## src/rtl/nx_ram_1r1w_fifo_ctrl.sv

```systemverilog
// Streaming FIFO controller driving a 1r1w RAM (input and output flops, 2-cycle read latency).
// The RAM's write-commit delay and read latency are hidden behind a 3-entry output skid buffer.
module nx_ram_1r1w_fifo_ctrl #(
    parameter int WIDTH = 71,
    parameter int DEPTH = 2048,
    localparam int AW = $clog2(DEPTH)
) (
    input  logic             clk,
    input  logic             rst_n,
    input  logic             wr_valid,
    output logic             wr_ready,
    input  logic [WIDTH-1:0] wr_data,
    output logic             rd_valid,
    input  logic             rd_ready,
    output logic [WIDTH-1:0] rd_data,
    output logic [AW+1:0]    count,
    output logic             web,
    output logic [AW-1:0]    wa,
    output logic [WIDTH-1:0] din,
    output logic [WIDTH-1:0] bwe,
    output logic             reb,
    output logic [AW-1:0]    ra,
    input  logic [WIDTH-1:0] dout
);

    localparam logic [AW:0] FULL_CNT = (AW+1)'(DEPTH);

    function automatic logic [1:0] slot_next(input logic [1:0] s);
        return (s == 2'd2) ? 2'd0 : s + 2'd1;
    endfunction

    logic [AW-1:0]    wptr, rptr;
    logic [AW:0]      ram_cnt, rdy_cnt;
    logic [1:0]       commit_pipe;
    logic [1:0]       rd_pipe;
    logic [1:0]       out_cnt, out_head, out_tail;
    logic [WIDTH-1:0] out_mem [3];

    logic       push, pop, issue, committed;
    logic [1:0] inflight;
    logic [2:0] credit_used;

    assign wr_ready    = (ram_cnt < FULL_CNT);
    assign push        = wr_valid & wr_ready;
    assign rd_valid    = (out_cnt != 2'd0);
    assign pop         = rd_valid & rd_ready;
    assign rd_data     = out_mem[out_head];

    // A word whose stage-2 strobe is set this cycle is already in the array, so it
    // counts as committed now; rdy_cnt absorbs it at the end of the cycle.
    assign committed   = (rdy_cnt != '0) | commit_pipe[1];
    assign inflight    = {1'b0, rd_pipe[0]} + {1'b0, rd_pipe[1]};
    assign credit_used = {1'b0, out_cnt} + {1'b0, inflight};
    // A pop in the same cycle frees a buffer slot, which keeps reads issuing
    // back-to-back while the consumer drains one word per cycle.
    assign issue       = committed & (credit_used < (3'd3 + {2'b0, pop}));

    assign web   = ~push;
    assign wa    = wptr;
    assign din   = wr_data;
    assign bwe   = '1;
    assign reb   = ~issue;
    assign ra    = rptr;
    assign count = {1'b0, ram_cnt} + (AW+2)'(inflight) + (AW+2)'(out_cnt);

    // NOTE: every register here uses <= so all updates see the pre-edge values;
    // blocking assignments would make later lines read already-updated state.
    always_ff @(posedge clk or negedge rst_n) begin
        if (!rst_n) begin
            wptr        <= '0;
            rptr        <= '0;
            ram_cnt     <= '0;
            rdy_cnt     <= '0;
            commit_pipe <= '0;
            rd_pipe     <= '0;
            out_cnt     <= '0;
            out_head    <= '0;
            out_tail    <= '0;
        end else begin
            if (push)  wptr <= wptr + AW'(1);
            if (issue) rptr <= rptr + AW'(1);

            unique case ({push, issue})
                2'b10:   ram_cnt <= ram_cnt + (AW+1)'(1);
                2'b01:   ram_cnt <= ram_cnt - (AW+1)'(1);
                default: ;
            endcase

            commit_pipe <= {commit_pipe[0], push};
            unique case ({commit_pipe[1], issue})
                2'b10:   rdy_cnt <= rdy_cnt + (AW+1)'(1);
                2'b01:   rdy_cnt <= rdy_cnt - (AW+1)'(1);
                default: ;
            endcase

            // Stage 2 marks the cycle in which dout holds the word for that read.
            rd_pipe <= {rd_pipe[0], issue};
            if (rd_pipe[1]) out_tail <= slot_next(out_tail);
            if (pop)        out_head <= slot_next(out_head);
            unique case ({rd_pipe[1], pop})
                2'b10:   out_cnt <= out_cnt + 2'd1;
                2'b01:   out_cnt <= out_cnt - 2'd1;
                default: ;
            endcase
        end
    end

    // NOTE: the buffer storage has no reset; out_cnt alone decides which slots
    // are meaningful, so clearing the data would only add reset fan-out.
    always_ff @(posedge clk) begin
        if (rd_pipe[1]) out_mem[out_tail] <= dout;
    end

endmodule

```

## config.mk

```make
export PLATFORM = sky130hd
export DESIGN_NAME = nx_ram_1r1w_fifo_ctrl
export DESIGN_NICKNAME = d
export VERILOG_FILES = /design/src/rtl/nx_ram_1r1w_fifo_ctrl.sv
export SDC_FILE = /design/constraint.sdc
export NUM_CORES = 1
export LEC_CHECK = 0
export BUFFER_PORTS_ARGS = -buffer_cell sky130_fd_sc_hd__buf_4
export CORE_MARGIN = 2
export CORE_UTILIZATION = 28
export DETAILED_ROUTE_END_ITERATION = 10
export PLACE_DENSITY = 0.5
export SYNTH_ARGS = -nofsm -noshare
export SYNTH_HDL_FRONTEND = slang
export SYNTH_SLANG_ARGS = --single-unit
```

## constraint.sdc

```tcl
create_clock -name clk -period 7.4 [get_ports clk]
set_clock_uncertainty 0.05 [all_clocks]
set_input_delay 0.37 -clock clk [delete_from_list [all_inputs] [get_ports clk]]
set_output_delay 0.37 -clock clk [all_outputs]
set_load 0.005 [all_outputs]
```

Word-level counts from Yosys, hierarchy flattened:

Memories as Yosys holds them, arrays and structs flattened.
Cells that the tools add are included.

* bits in registers: 56
* memory bits (writable): 213
* bits of input ports: 146
* output and inout bits: 252
* word-level logic and storage cells: 53
* memories: 1

Memory list
* out_mem: words 3, width 71, read ports 1, clocked after Yosys merged registers in 0, write ports 1, line 37 `logic [WIDTH-1:0] out_mem [3];`

* add/subtract/negate cells: 15
* $lt $le $gt $ge: 2
* equal/unequal tests: 8
* mux-type cells: 7
* bitwise gates (word level): 6
* reductions and logical operators: 5

Operator list (count)
* 12-bit one-hot mux with 2 select lines: 2
* 12-bit by 1-bit adder with 12-bit output, second input constant: 2
* 12-bit by 1-bit subtractor with 12-bit output, second input constant: 2
* 11-bit by 1-bit adder with 11-bit output, second input constant: 2
* 12-bit by 2-bit adder with 13-bit output: 1
* 13-bit by 2-bit adder with 13-bit output: 1
* 12-bit < comparator, second input constant: 1
* 12-bit nonzero test: 1
* 2-bit equality test, second input constant: 5
* 2-bit nonzero test: 4
* 2-bit by 1-bit adder with 2-bit output, second input constant: 3
* 2-bit by 1-bit equality test with 1-bit output, second input constant: 3
* 2-bit 2-to-1 mux: 2
* 2-bit one-hot mux with 2 select lines: 1
* 2-bit by 1-bit adder with 3-bit output, first input constant: 1
* 2-bit by 2-bit adder with 3-bit output: 1
* 1-bit bitwise AND: 3
* 3-bit < comparator: 1
* 1-bit by 1-bit adder with 2-bit output: 1
* 1-bit 2-to-1 mux: 2
* 1-bit NOT: 2
* 2-bit by 1-bit subtractor with 2-bit output, second input constant: 1
* 1-bit bitwise OR: 1

Longest topological paths before layout:

Gate-level depths: netlist (run 1).

* depth in word-level cells: 7
* depth in mapped cells: 17
* gate-level depth less buffers: 17

Least setup slack after synthesis (run 1):

OpenSTA, ideal clock, no wires.

* path kind: register -> register
* from: reg rd_pipe[1]
* to: mem out_mem[1][0], enable pin
* library setup time: 0.604 ns
* arrival time: 5.677 ns
* data required time: 6.746 ns
* setup slack: 1.069 ns
* cell stages (with the launch flop): 3
* path buffers: 0
* period minus slack after synthesis: 6.331 ns
* cells stage by stage: dfrtp_1 > inv_1 > nor3b_1

* cells in the longest elaborated chain, start to end: 2

Ends and longest elaborated chain
* start, declared: line 35 `logic [1:0] rd_pipe;`
* start signal, assigned: line 97 `rd_pipe <= {rd_pipe[0], issue};`
* 1-bit 2-to-1 mux: line 111 `if (rd_pipe[1]) out_mem[out_tail] <= dout;`
* 1-bit 2-to-1 mux (implied by the code): line 111
* end, declared: line 37

No other way between the ends.

Final worst setup path (run 1):

* from: reg rd_pipe[0]
* to: reg ram_cnt[7]

* cells in the longest elaborated chain, start to end: 6
* elaborated cells on any way between the ends: 8
* classes of those cells: add/sub: 2; order compare: 1; eq/ne: 2; mux: 1; bitwise: 1; reduce/logical: 1

Ends and longest elaborated chain
* 1-bit by 1-bit adder with 2-bit output (*): line 52 `assign inflight = {1'b0, rd_pipe[0]} + {1'b0, rd_pipe[1]};`
* 2-bit by 2-bit adder with 3-bit output (*): line 53 `assign credit_used = {1'b0, out_cnt} + {1'b0, inflight};`
* 3-bit < comparator (*): line 56 `assign issue = committed & (credit_used < (3'd3 + {2'b0, pop}));`
* 1-bit bitwise AND (*): line 56
* net issue: line 39 `logic push, pop, issue, committed;`
* 2-bit by 1-bit equality test with 1-bit output / 2-bit equality test (equally long branches): line 83 `unique case ({push, issue})`
* 12-bit one-hot mux with 2 select lines / 2-bit nonzero test (equally long branches)
* end signal, assigned: line 84 `2'b10: ram_cnt <= ram_cnt + (AW+1)'(1);`
* end signal, assigned: line 85 `2'b01: ram_cnt <= ram_cnt - (AW+1)'(1);`
* end, declared: line 33 `logic [AW:0] ram_cnt, rdy_cnt;`

Mark *: on every way through the listed nets, which the timed path passes. The rest lies on a longest branch.
A chain may end at the register's enable or synchronous reset.

==> out/metrics.yaml, run 1 <==
fmax_ghz: 0.200
drive_gt1_share_pct: 21.3
tns_ps: 0
port_buffers: 184
dp_hpwl_um: 19800
core-area_um2: 44100
synthToLayoutAreaGrowth_pct: 23.7
grt-ovfl-total: 0
yosysTopAreaCell: "edfxtp_1"
worst_pin_slew_ps: 890
top_usage_layer: "met2"
cts_tree: "built"
synth_cell_types: 54
status: "completed"
drt-pass1-iter-count: 4
final_max_slew_viol_count: 0
yosysWarnings: 0
async_flop_share_pct: 20.8
grt_pass1_wl_um: 45000
grt_use_met3_pct: 4.37
hp-class: "input port to flop"
fp-row-count: 77
period_minus_slack_ps: 4990
hold_violations: 0
viasPerCell: 4.24
cp-end-kind: "flop"
vias: 7532
cts_resized: 0
antenna_found_initial: 2
synth_common_cells: "213 x edfxtp_1, 142 x buf_4, 110 x nand2_1, 99 x o21ai_0, 72 x mux2i_1"
rsz0062_at_grt: "false"
dpl.cell_count: 1645
clock_path_buffers: 3
cts_max_level: 1
synth_top_area_share_pct: 51.1
grt_usage_pct: 12.5
avgRoutedWirePerCell_um: 17.0
cts_buffers: 31
die_h_um: 215
num-nets-final: 1341
drtIter0Drc: 390
leakage_nw: 6.08
required_ps: 7760
clk_pin_slew_worst_paths_ps: 60
gp_congestion: 0.764
clk_latency_ps: 570
setup_viol: 0
avgSynthCellArea_um2: 13.0
yosysSeqAreaShare_pct: 62.3
syn_inst: 964
cap_violations: 0
grt_use_met1_pct: 15.5
drc: 0
finalNonFillerCells: 1776
critPathMaxFanout: 15
synth_area_um2: 12500
critical_path_class: "flop to flop"
slew-limit-headroom_pct: 40.7
grt_pass1_vias: 7544
postRouteWirelength_um: 30100
yosys_most_used_dff: "edfxtp_1"
synth_area_leaders: "edfxtp_1 51%, dfrtp_1 11%, buf_4 8.5%"
crit_arrival_ps: 5350
dieWidth_um: 215
p_per_area_nw_per_um2: 516
dieArea_um2: 46400
post-route-period-util_pct: 67.4
root_buffer: "clkbuf_16"
use_met2_pct: 20.1
ios: 398
r2r_setup_slack_ps: 2410
synth_most_common_cell: "edfxtp_1"
cts_sinks: 269
synth_edf_count: 213
start_util_pct: 28.4
synth-seq-cells: 269
grt_max_degree: 89
vdd_drop_max_mv: 0.334
crit_path_start_kind: "flop"
postRouteAntennaNets: 0
## cells by family (layout without fill, tap and decap cells)
group	Yosys count	count (layout)	share of synthesized area, %
buffers and inverters	188	336	10.0
AOI/OAI and AO/OA	156	156	7.14
xor gates and xnor gates	52	52	3.64
DFF	269	269	62.3
muxes	75	75	6.03
adders and majority gates	37	37	4.06
other	1	73	0.0300
and+or+nand+nor	186	186	6.75
## critical path, stage by stage (launching register included)
cell and delay [ps]:
dfrtp_1 380, ha_1 330, ha_1 200, fa_1 440, ha_1 280, o21a_1 100, o21ai_1 110, nand2_1 300
inv_1 280, ha_1 610, ha_1 400, o21a_1 200, a2111oi_1 560, nor2_1 160, a21oi_1 200, xor2_1 150
o21ai_0 90
## metrics by stage
stage	area (um2)	power (W)	utilization (%)	worst slack (ps)	hold WS (ps)
after floorplan	12800	0.00527	-	1070	24.4
after global placement	13800	0.00658	31.2	2490	285
after detailed placement	13800	0.00660	31.2	2370	286
after CTS	15500	0.00814	35.1	2380	70.5
after global routing	15500	0.00869	35.1	1980	108
final	15500	0.00799	35.1	2410	95.1
## cell usage in the layout (no fill, tap or decap), drive strengths merged, types with 4 or more instances in the layout
cell         count
nor2            21
ha              31
o21ai          100
and3             4
clkinv          14
nand2b           4
nand4            4
xnor2           26
mux2i           72
a21o            10
dlygate4sd3     72
fa               6
nand3           13
buf            192
clkbuf          37
inv             16
o21a             6
dfrtp           56
o31ai            6
conb            71
edfxtp         213
a21oi           17
xor2            26
nor3            10
nor4             5
nand2          111
## flip-flops by register name, summed over array words and instances, names as in the netlist
name         count
out_cnt          2
rdy_cnt         12
wa              11
out_tail         2
out_mem        213
rd_pipe          2
ra              11
ram_cnt         12
out_head         2
commit_pipe      2
## area by class of cell
cell class	instances	area, um2
clock inverters	20	168
repair buffers	264	2160
diodes	2	5.00
well taps	592	741
flip-flops and latches	269	7800
multi-input cells	577	3740
inverters	15	58.8
clock buffers	37	798
fillers	4363	28700
## timing repair
| action | in CTS | in global routing |
|---|---|---|
| hold buffers | 72 | 0 |
| endpoints found under the hold margin | 269 | 0 |
| setup endpoints to repair | 0 | 0 |
| setup buffers | 0 | 0 |
## metal layers
| metal | vias to the layer above | routed length (um) |
|---|---|---|
| met5 | - | 88 |
| met4 | 4 | 959 |
| met3 | 65 | 2590 |
| met2 | 272 | 13700 |
| met1 | 3561 | 12700 |
| li1 | 3630 | - |
## power breakdown
part	internal (W)	leakage (nW)	switching, W
combinational	0.00179	2.97	0.00219
clock	0.000839	0.466	0.000611
sequential	0.00223	2.65	0.000318
total	0.00486	6.08	0.00312
## final timing paths
| kind | start | end | depth (start not counted) |
|---|---|---|---|
| max in group asynchronous | rst_n | out_head[0]$_DFFE_PN0P_ | 2 |
| worst max register to register | rd_pipe[0]$_DFF_PN0_ | ram_cnt[7]$_DFFE_PN0P_ | 16 |
| worst min-delay path | rd_ready | out_head[1]$_DFFE_PN0P_ | 4 |
| worst max-delay path | rd_pipe[0]$_DFF_PN0_ | ram_cnt[7]$_DFFE_PN0P_ | 16 |
| min in group asynchronous | rst_n | wa[4]$_DFFE_PN0P_ | 2 |
| worst min register to register | commit_pipe[0]$_DFF_PN0_ | commit_pipe[1]$_DFF_PN0_ | 0 |
Note: power is estimated with default switching activity, not from simulation.
==> run 2, diff against run 1 <==
Settings changed: ABC_AREA set to 1, PLACE_DENSITY 0.5 to 0.51.
Clock period 7.4 ns to 4.03 ns, I/O delays scaled along.
==> run 2 against run 1 <==
  * Critical path depth grew 2
  * Critical path type unchanged
  * Fmax grew 35%
  * Setup slack lost 2100 ps
  * Die area grew 4.9%
  * Synthesized cell count grew 26%
  * Largest power group unchanged
  * Critical endpoint is now rdy_cnt[8]$_DFFE_PN0P_
  * Routed wire length grew 16%
  * Core utilization shrank 0.056 points
==> out/metrics.yaml, run 2 <==
cts_buffers: 34  # +9.7%
layout_common_cells: "261 x nand2_1, 213 x edfxtp_1, 193 x buf_4"
yosysTopAreaCell: "edfxtp_1"
core-area_um2: 46500  # +5.3%
cts_max_level: 2  # +1
post-route-period-util_pct: 91.7  # +24 points
critical_path_class: "flop to flop"
postRouteAntennaNets: 0  # unchanged
vias: 8802  # +17%
synth_top_area_share_pct: 48.7  # -2.4 points
cts_tree: "built"
cap_violations: 0  # unchanged
swShare_pct: 42.9  # +3.9 points
reg.largest.list: "out_mem x213, ram_cnt x12, rdy_cnt x12"
slowest_stage: "fa_1"
final_common_cell: "nand2_1"
fmax_ghz: 0.271  # +35%
final_max_slew_viol_count: 0  # unchanged
synth_common_cells: "261 x nand2_1, 213 x edfxtp_1, 143 x buf_4, 133 x inv_1, 114 x nand3_1"
cp-end-kind: "flop"
p_per_area_nw_per_um2: 995  # +93%
largest_register: "out_mem"
p_int_w: 0.00923  # +90%
drt-pass1-iter-count: 5  # +1
drtIter0Drc: 329  # -16%
antenna_found_initial: 1  # -1
num-nets-final: 1596  # +19%
rsz0062_at_grt: "false"
p_sw_w: 0.00695  # +120%
start_util_pct: 28.3  # -0.090 points
period_minus_slack_ps: 3700  # -1290 ps
grt-ovfl-total: 0  # unchanged
slew-limit-headroom_pct: 43.3  # +2.6 points
grt_usage_pct: 14.2  # +1.7 points
port_buffers: 184  # unchanged
yosysWarnings: 0  # unchanged
synth-seq-cells: 269  # unchanged
fin_ws_ps: 335  # -2080 ps
grt_pass1_wl_um: 51700  # +15%
avgRoutedWirePerCell_um: 17.1  # +0.68%
dp_hpwl_um: 23000  # +16%
largest_reg_flops: 213  # unchanged
leakage_nw: 6.92  # +14%
clk_latency_ps: 540  # -30 ps
pwr-share-seq_pct: 27.7  # -4.3 points
r2r_start: "rd_pipe[1]$_DFF_PN0_"
synth_edf_count: 213  # unchanged
startpoint: "rd_pipe[1]$_DFF_PN0_"
r2r_setup_slack_ps: 330  # -2080 ps
synthToLayoutAreaGrowth_pct: 23.9
fill_cells: 4638  # +6.3%
clk_pin_slew_worst_paths_ps: 60  # about the same
hold_violations: 0  # unchanged
crit_path_start_kind: "flop"
worstPathCellList: "ha_1 -> ha_1 -> fa_1 -> ha_1 -> nand2_1 -> o21bai_4 -> nand2_2 -> nor2b_4 -> ha_2 -> buf_4 -> ha_1 -> a21oi_1 -> nor2_1 -> nor2_1 -> nand3_1 -> nand2_1 -> nor2_1 -> nor2_1"
dieArea_um2: 48600  # +4.9%
critical_path_buf_inv_count: 1  # unchanged
ios: 398  # unchanged
post_cts_buffers: 0  # unchanged
num_antenna_cells: 0  # -2
postRouteWirelength_um: 34900  # +16%
r2r_cells: 18  # +2
viasPerCell: 4.31  # +1.6%
cp_top_family: "adder cells"
post-place-ws_ps: 247  # -2130 ps
async_flop_share_pct: 20.8  # unchanged
yosysSeqAreaShare_pct: 59.4  # -2.9 points
synth_area_leaders: "edfxtp_1 49%, dfrtp_1 11%, buf_4 8.2%"
synth_cell_types: 37  # -31%
r2r-end: "rdy_cnt[8]$_DFFE_PN0P_"
grt_max_degree: 73  # -18%
syn_inst: 1214  # +26%
drive_gt1_share_pct: 19.5  # -1.8 points
gp_congestion: 0.828  # +8.3%
synth_most_common_cell: "nand2_1"
cts_sinks: 269  # unchanged
synth_area_um2: 13100  # +5.0%
die_h_um: 221  # +2.4%
tns_ps: 0  # unchanged
drc: 0  # unchanged
slowest_delay_ps: 430  # -180 ps
critPathMaxFanout: 7  # -8
root_buffer: "clkbuf_16"
yosys_most_used_dff: "edfxtp_1"
worst_pin_slew_ps: 851  # -39.4 ps
grt_pass1_vias: 8790  # +17%
clock_path_buffers: 3  # unchanged
fp-row-count: 79  # +2.6%
vdd_drop_max_mv: 0.668  # +100%
comb_power_share_pct: 54.3  # +4.4 points
hp-class: "input port to async pin"
avgSynthCellArea_um2: 10.8  # -17%
status: "completed"
clkPwrFrac_pct: 18.0  # -0.2 points
required_ps: 4430  # -3330 ps
crit_arrival_ps: 4100  # -1250 ps
setup_viol: 0  # unchanged
dieWidth_um: 221  # +2.4%
## run 2: cell types whose count changed after synthesis, moves of 25 or more
cell      delta
inv_1      +119
mux2i_1     -72
nand2_1    +151
nand3_1    +101
nor2_1      +25
o211ai_1    +58
o21ai_0     -83
## run 2: power by group through the flow
stage	sequential (W)	clock [W]	combinational (W)
after detailed placement	0.00454	0	0.00883
after CTS	0.00449	0.00302	0.00891
after floorplan	0.00448	0	0.00589
after global placement	0.00453	0	0.00880
final	0.00448	0.00292	0.00878
after global routing	0.00458	0.00313	0.0101
## run 2: stage by stage
step	hold WS [ps]	util (%)	instances	power, W	area, um2
global placement	286	31.1	1910	0.0133	14400
CTS	235	35.0	2043	0.0164	16300
detailed placement	287	31.1	1910	0.0134	14400
floorplan	-144	-	1284	0.0104	13400
global route	298	35.0	2043	0.0178	16300
finish	220	35.0	2043	0.0162	16300
## run 2: cell families (layout without fill, tap and decap cells)
kind of cell | count (synthesis) | after routing | synth area share [%]
AO/OA/AOI/OAI | 105 | 105 | 5.89
buffers and inverters | 318 | 470 | 13.8
XOR/XNOR | 36 | 36 | 2.40
adder cells (fa/ha/maj) | 37 | 37 | 3.87
other | 1 | 71 | 0.0286
flip-flops | 269 | 269 | 59.4
AND/OR/NAND/NOR | 448 | 448 | 14.6
## run 2: area by class of cell
type / instances / area (um2) / area share, %
multi-input cells: 697 / 3830 / 23.5
clock buffers: 44 / 930 / 5.71
flip-flops and latches: 269 / 7800 / 48.0
clock inverters: 15 / 146 / 0.900
repair buffers: 271 / 2270 / 14.0
well taps: 607 / 759 / 4.67
inverters: 140 / 533 / 3.28
## run 2: worst max-delay path by stage
stage,endpoint,cells after the start
4_1_cts,rdy_cnt[6]$_DFFE_PN0P_,15
3_3_place_gp,rdy_cnt[8]$_DFFE_PN0P_,17
5_1_grt,ram_cnt[7]$_DFFE_PN0P_,18
2_1_floorplan,out_mem[1][0]$_DFFE_PP_,2
3_5_place_dp,rdy_cnt[8]$_DFFE_PN0P_,17
6_report,rdy_cnt[8]$_DFFE_PN0P_,18
## run 2: routing by layer
metal / up-vias / GRT usage [%] / share of wire [%]
met4: 2 / 7.60 / 5.5
met3: 97 / 4.55 / 7.9
met2: 273 / 24.6 / 48
li1: 4272 / - / -
met5: - / 0.404 / 0.032
met1: 4158 / 15.5 / 38
## run 2: repair_timing
action                                  CTS  global route
endpoints found under the setup margin    0             4
hold endpoints to repair                274             0
resized for setup                         0             2
hold buffers                             74             0
==> run 3, diff against run 2 <==
Settings changed: CELL_PAD_IN_SITES_DETAIL_PLACEMENT set to 0, CELL_PAD_IN_SITES_GLOBAL_PLACEMENT set to 1, PLACE_DENSITY 0.51 to 0.63.
==> run 3 against run 2 <==
  * Power shrank 1.2%
  * Setup slack gained 33 ps
  * Critical endpoint is now ram_cnt[7]$_DFFE_PN0P_
  * Worst hold slack gained 4.9 ps
  * Critical path depth is the same
  * Largest cell class unchanged
  * Largest power group unchanged
  * Critical path type unchanged
==> out/metrics.yaml, run 3 (same netlist as run 2, synthesis figures left out) <==
slew-limit-headroom_pct: 27.2  # -16 points
vdd_drop_max_mv: 0.620  # -7.1%
grt_usage_pct: 13.0  # -1.2 points
tns_ps: 0  # unchanged
viasPerCell: 4.29  # -0.34%
leakage_nw: 6.87  # -0.79%
p_sw_w: 0.00686  # -1.3%
postRouteWirelength_um: 32600  # -6.5%
fp-row-count: 79  # unchanged
worst_pin_slew_ps: 1090  # +241 ps
setup_viol: 0  # unchanged
clkPwrFrac_pct: 16.9  # -1.1 points
cts_buffers: 30  # -12%
hp-class: "input port to async pin"
grt-ovfl-total: 0  # unchanged
period_minus_slack_ps: 3660  # -32.7 ps
final_common_cell: "nand2_1"
rsz0062_at_grt: "false"
core-area_um2: 46500  # unchanged
ios: 398  # unchanged
cp-end-kind: "flop"
dp_hpwl_um: 20800  # -9.6%
slowest_stage: "fa_1"
largest_reg_flops: 213  # unchanged
drtIter0Drc: 296  # -10%
cts_sinks: 269  # unchanged
dieArea_um2: 48600  # unchanged
crit_arrival_ps: 4090  # about the same
met1_length_um: 13700  # +3.0%
root_buffer: "clkbuf_16"
status: "completed"
critPathMaxFanout: 10  # +3
dr_wl_met3_um: 2760  # about the same
gp_congestion: 0.770  # -7.0%
p_total_w: 0.0160  # -1.2%
fill_cells: 4634  # -0.086%
grt_max_degree: 74  # +1.4%
pwr-share-seq_pct: 28.2  # +0.5 points
crit_top_cell: "ha_1"
largest_register: "out_mem"
postRouteAntennaNets: 0  # unchanged
avgRoutedWirePerCell_um: 15.9  # -6.6%
route.top_layer_used: "met5"
swShare_pct: 42.9  # -0.074 points
regArea_um2: 7800  # about the same
port_buffers: 184  # unchanged
slowest_delay_ps: 440  # about the same
post-route-period-util_pct: 90.9  # -0.81 points
reg.largest.list: "out_mem x213, ram_cnt x12, rdy_cnt x12"
required_ps: 4460  # +30 ps
die_h_um: 221  # unchanged
layout_common_cells: "261 x nand2_1, 213 x edfxtp_1, 200 x buf_4"
hold_violations: 0  # unchanged
vias: 8776  # -0.30%
fin_area_um2: 16200  # -0.65%
cts_tree: "built"
start_util_pct: 28.3  # unchanged
final_max_slew_viol_count: 0  # unchanged
synthToLayoutAreaGrowth_pct: 23.1
drc: 0  # unchanged
dieWidth_um: 221  # unchanged
cap_violations: 0  # unchanged
place_area_um2: 14400  # -0.17%
clk_latency_ps: 550  # about the same
clk_pin_slew_worst_paths_ps: 60  # about the same
fmax_ghz: 0.273  # +0.89%
clock_path_buffers: 3  # unchanged
drive_gt1_share_pct: 19.6  # +0.083 points
wl_met2_um: 15400  # -8.8%
cts_max_level: 1  # -1
antenna_found_initial: 3  # +2
drt-pass1-iter-count: 4  # -1
comb_power_share_pct: 55.0  # +0.7 points
grt_pass1_wl_um: 48800  # -5.5%
p_int_w: 0.00914  # -1.0%
num-nets-final: 1595  # -0.063%
critical_path_class: "flop to flop"
worstPathCellList: "ha_1 -> ha_1 -> fa_1 -> ha_1 -> nand2_1 -> o21bai_4 -> nand2_2 -> nor2b_4 -> ha_1 -> buf_4 -> ha_1 -> nand3_1 -> nand3_1 -> nand2_1 -> nand3_1 -> nand2_1 -> nand2_1 -> o21ai_0"
p_per_area_nw_per_um2: 990  # -0.52%
crit_path_start_kind: "flop"
multi_input_area_um2: 3840  # +0.26%
grt_pass1_vias: 8610  # -2.0%
==> run 3: power groups by stage <==
stage | registers, W | logic, W | clock network (W)
6_report | 0.00450 | 0.00879 | 0.00270
3_3_place_gp | 0.00455 | 0.00874 | 0
5_1_grt | 0.00461 | 0.0101 | 0.00292
4_1_cts | 0.00451 | 0.00887 | 0.00282
3_5_place_dp | 0.00456 | 0.00879 | 0
2_1_floorplan | 0.00448 | 0.00589 | 0
==> run 3: layer usage <==
metal | GRT usage (%) | vias up
li1 | - | 4278
met1 | 15.9 | 4166
met2 | 22.5 | 281
met3 | 3.79 | 49
met4 | 3.22 | 2
met5 | 0 | -
==> run 3: per-stage QoR <==
step	instances	utilization [%]	hold WS [ps]	setup slack, ps
global route	2044	34.8	287	29.6
global placement	1913	31.0	294	309
finish	2044	34.8	225	368
floorplan	1284	-	-144	240
CTS	2042	34.7	225	204
detailed placement	1913	31.0	296	184
==> run 3: cell type report <==
class | count | area share [%]
Antenna cell | 2 | 0.0310
Clock buffer | 35 | 4.89
Clock inverter | 20 | 1.18
Inverter | 140 | 3.30
Multi-Input combinational cell | 697 | 23.8
Sequential cell | 269 | 48.3
Tap cell | 607 | 4.70
Timing Repair Buffer | 274 | 13.9
==> run 3: critical path, delay by kind of cell (launching register included) <==
family	cells	cell delay, ps
flops	1	420
simple gates	9	890
buf+inv	1	210
compound gates	2	250
fa+ha+maj	6	1730
==> run 3: final timing paths <==
check | start | to | slack, ps | cells after the start
worst min register to register | commit_pipe[0]$_DFF_PN0_ | commit_pipe[1]$_DFF_PN0_ | 310 | 0
min in group clk | commit_pipe[0]$_DFF_PN0_ | commit_pipe[1]$_DFF_PN0_ | 310 | 0
max in group asynchronous | rst_n | out_head[0]$_DFFE_PN0P_ | 3080 | 2
worst max-delay path | rd_pipe[1]$_DFF_PN0_ | ram_cnt[7]$_DFFE_PN0P_ | 370 | 18
worst max register to register | rd_pipe[1]$_DFF_PN0_ | ram_cnt[7]$_DFFE_PN0P_ | 370 | 18
worst min-delay path | rst_n | wa[6]$_DFFE_PN0P_ | 220 | 2
==> run 3: timing repair <==
action,4_1_cts,5_1_grt
resized for setup,0,3
endpoints found under the hold margin,274,0
setup buffers,0,0
hold buffers,74,0
setup endpoints to repair,0,7
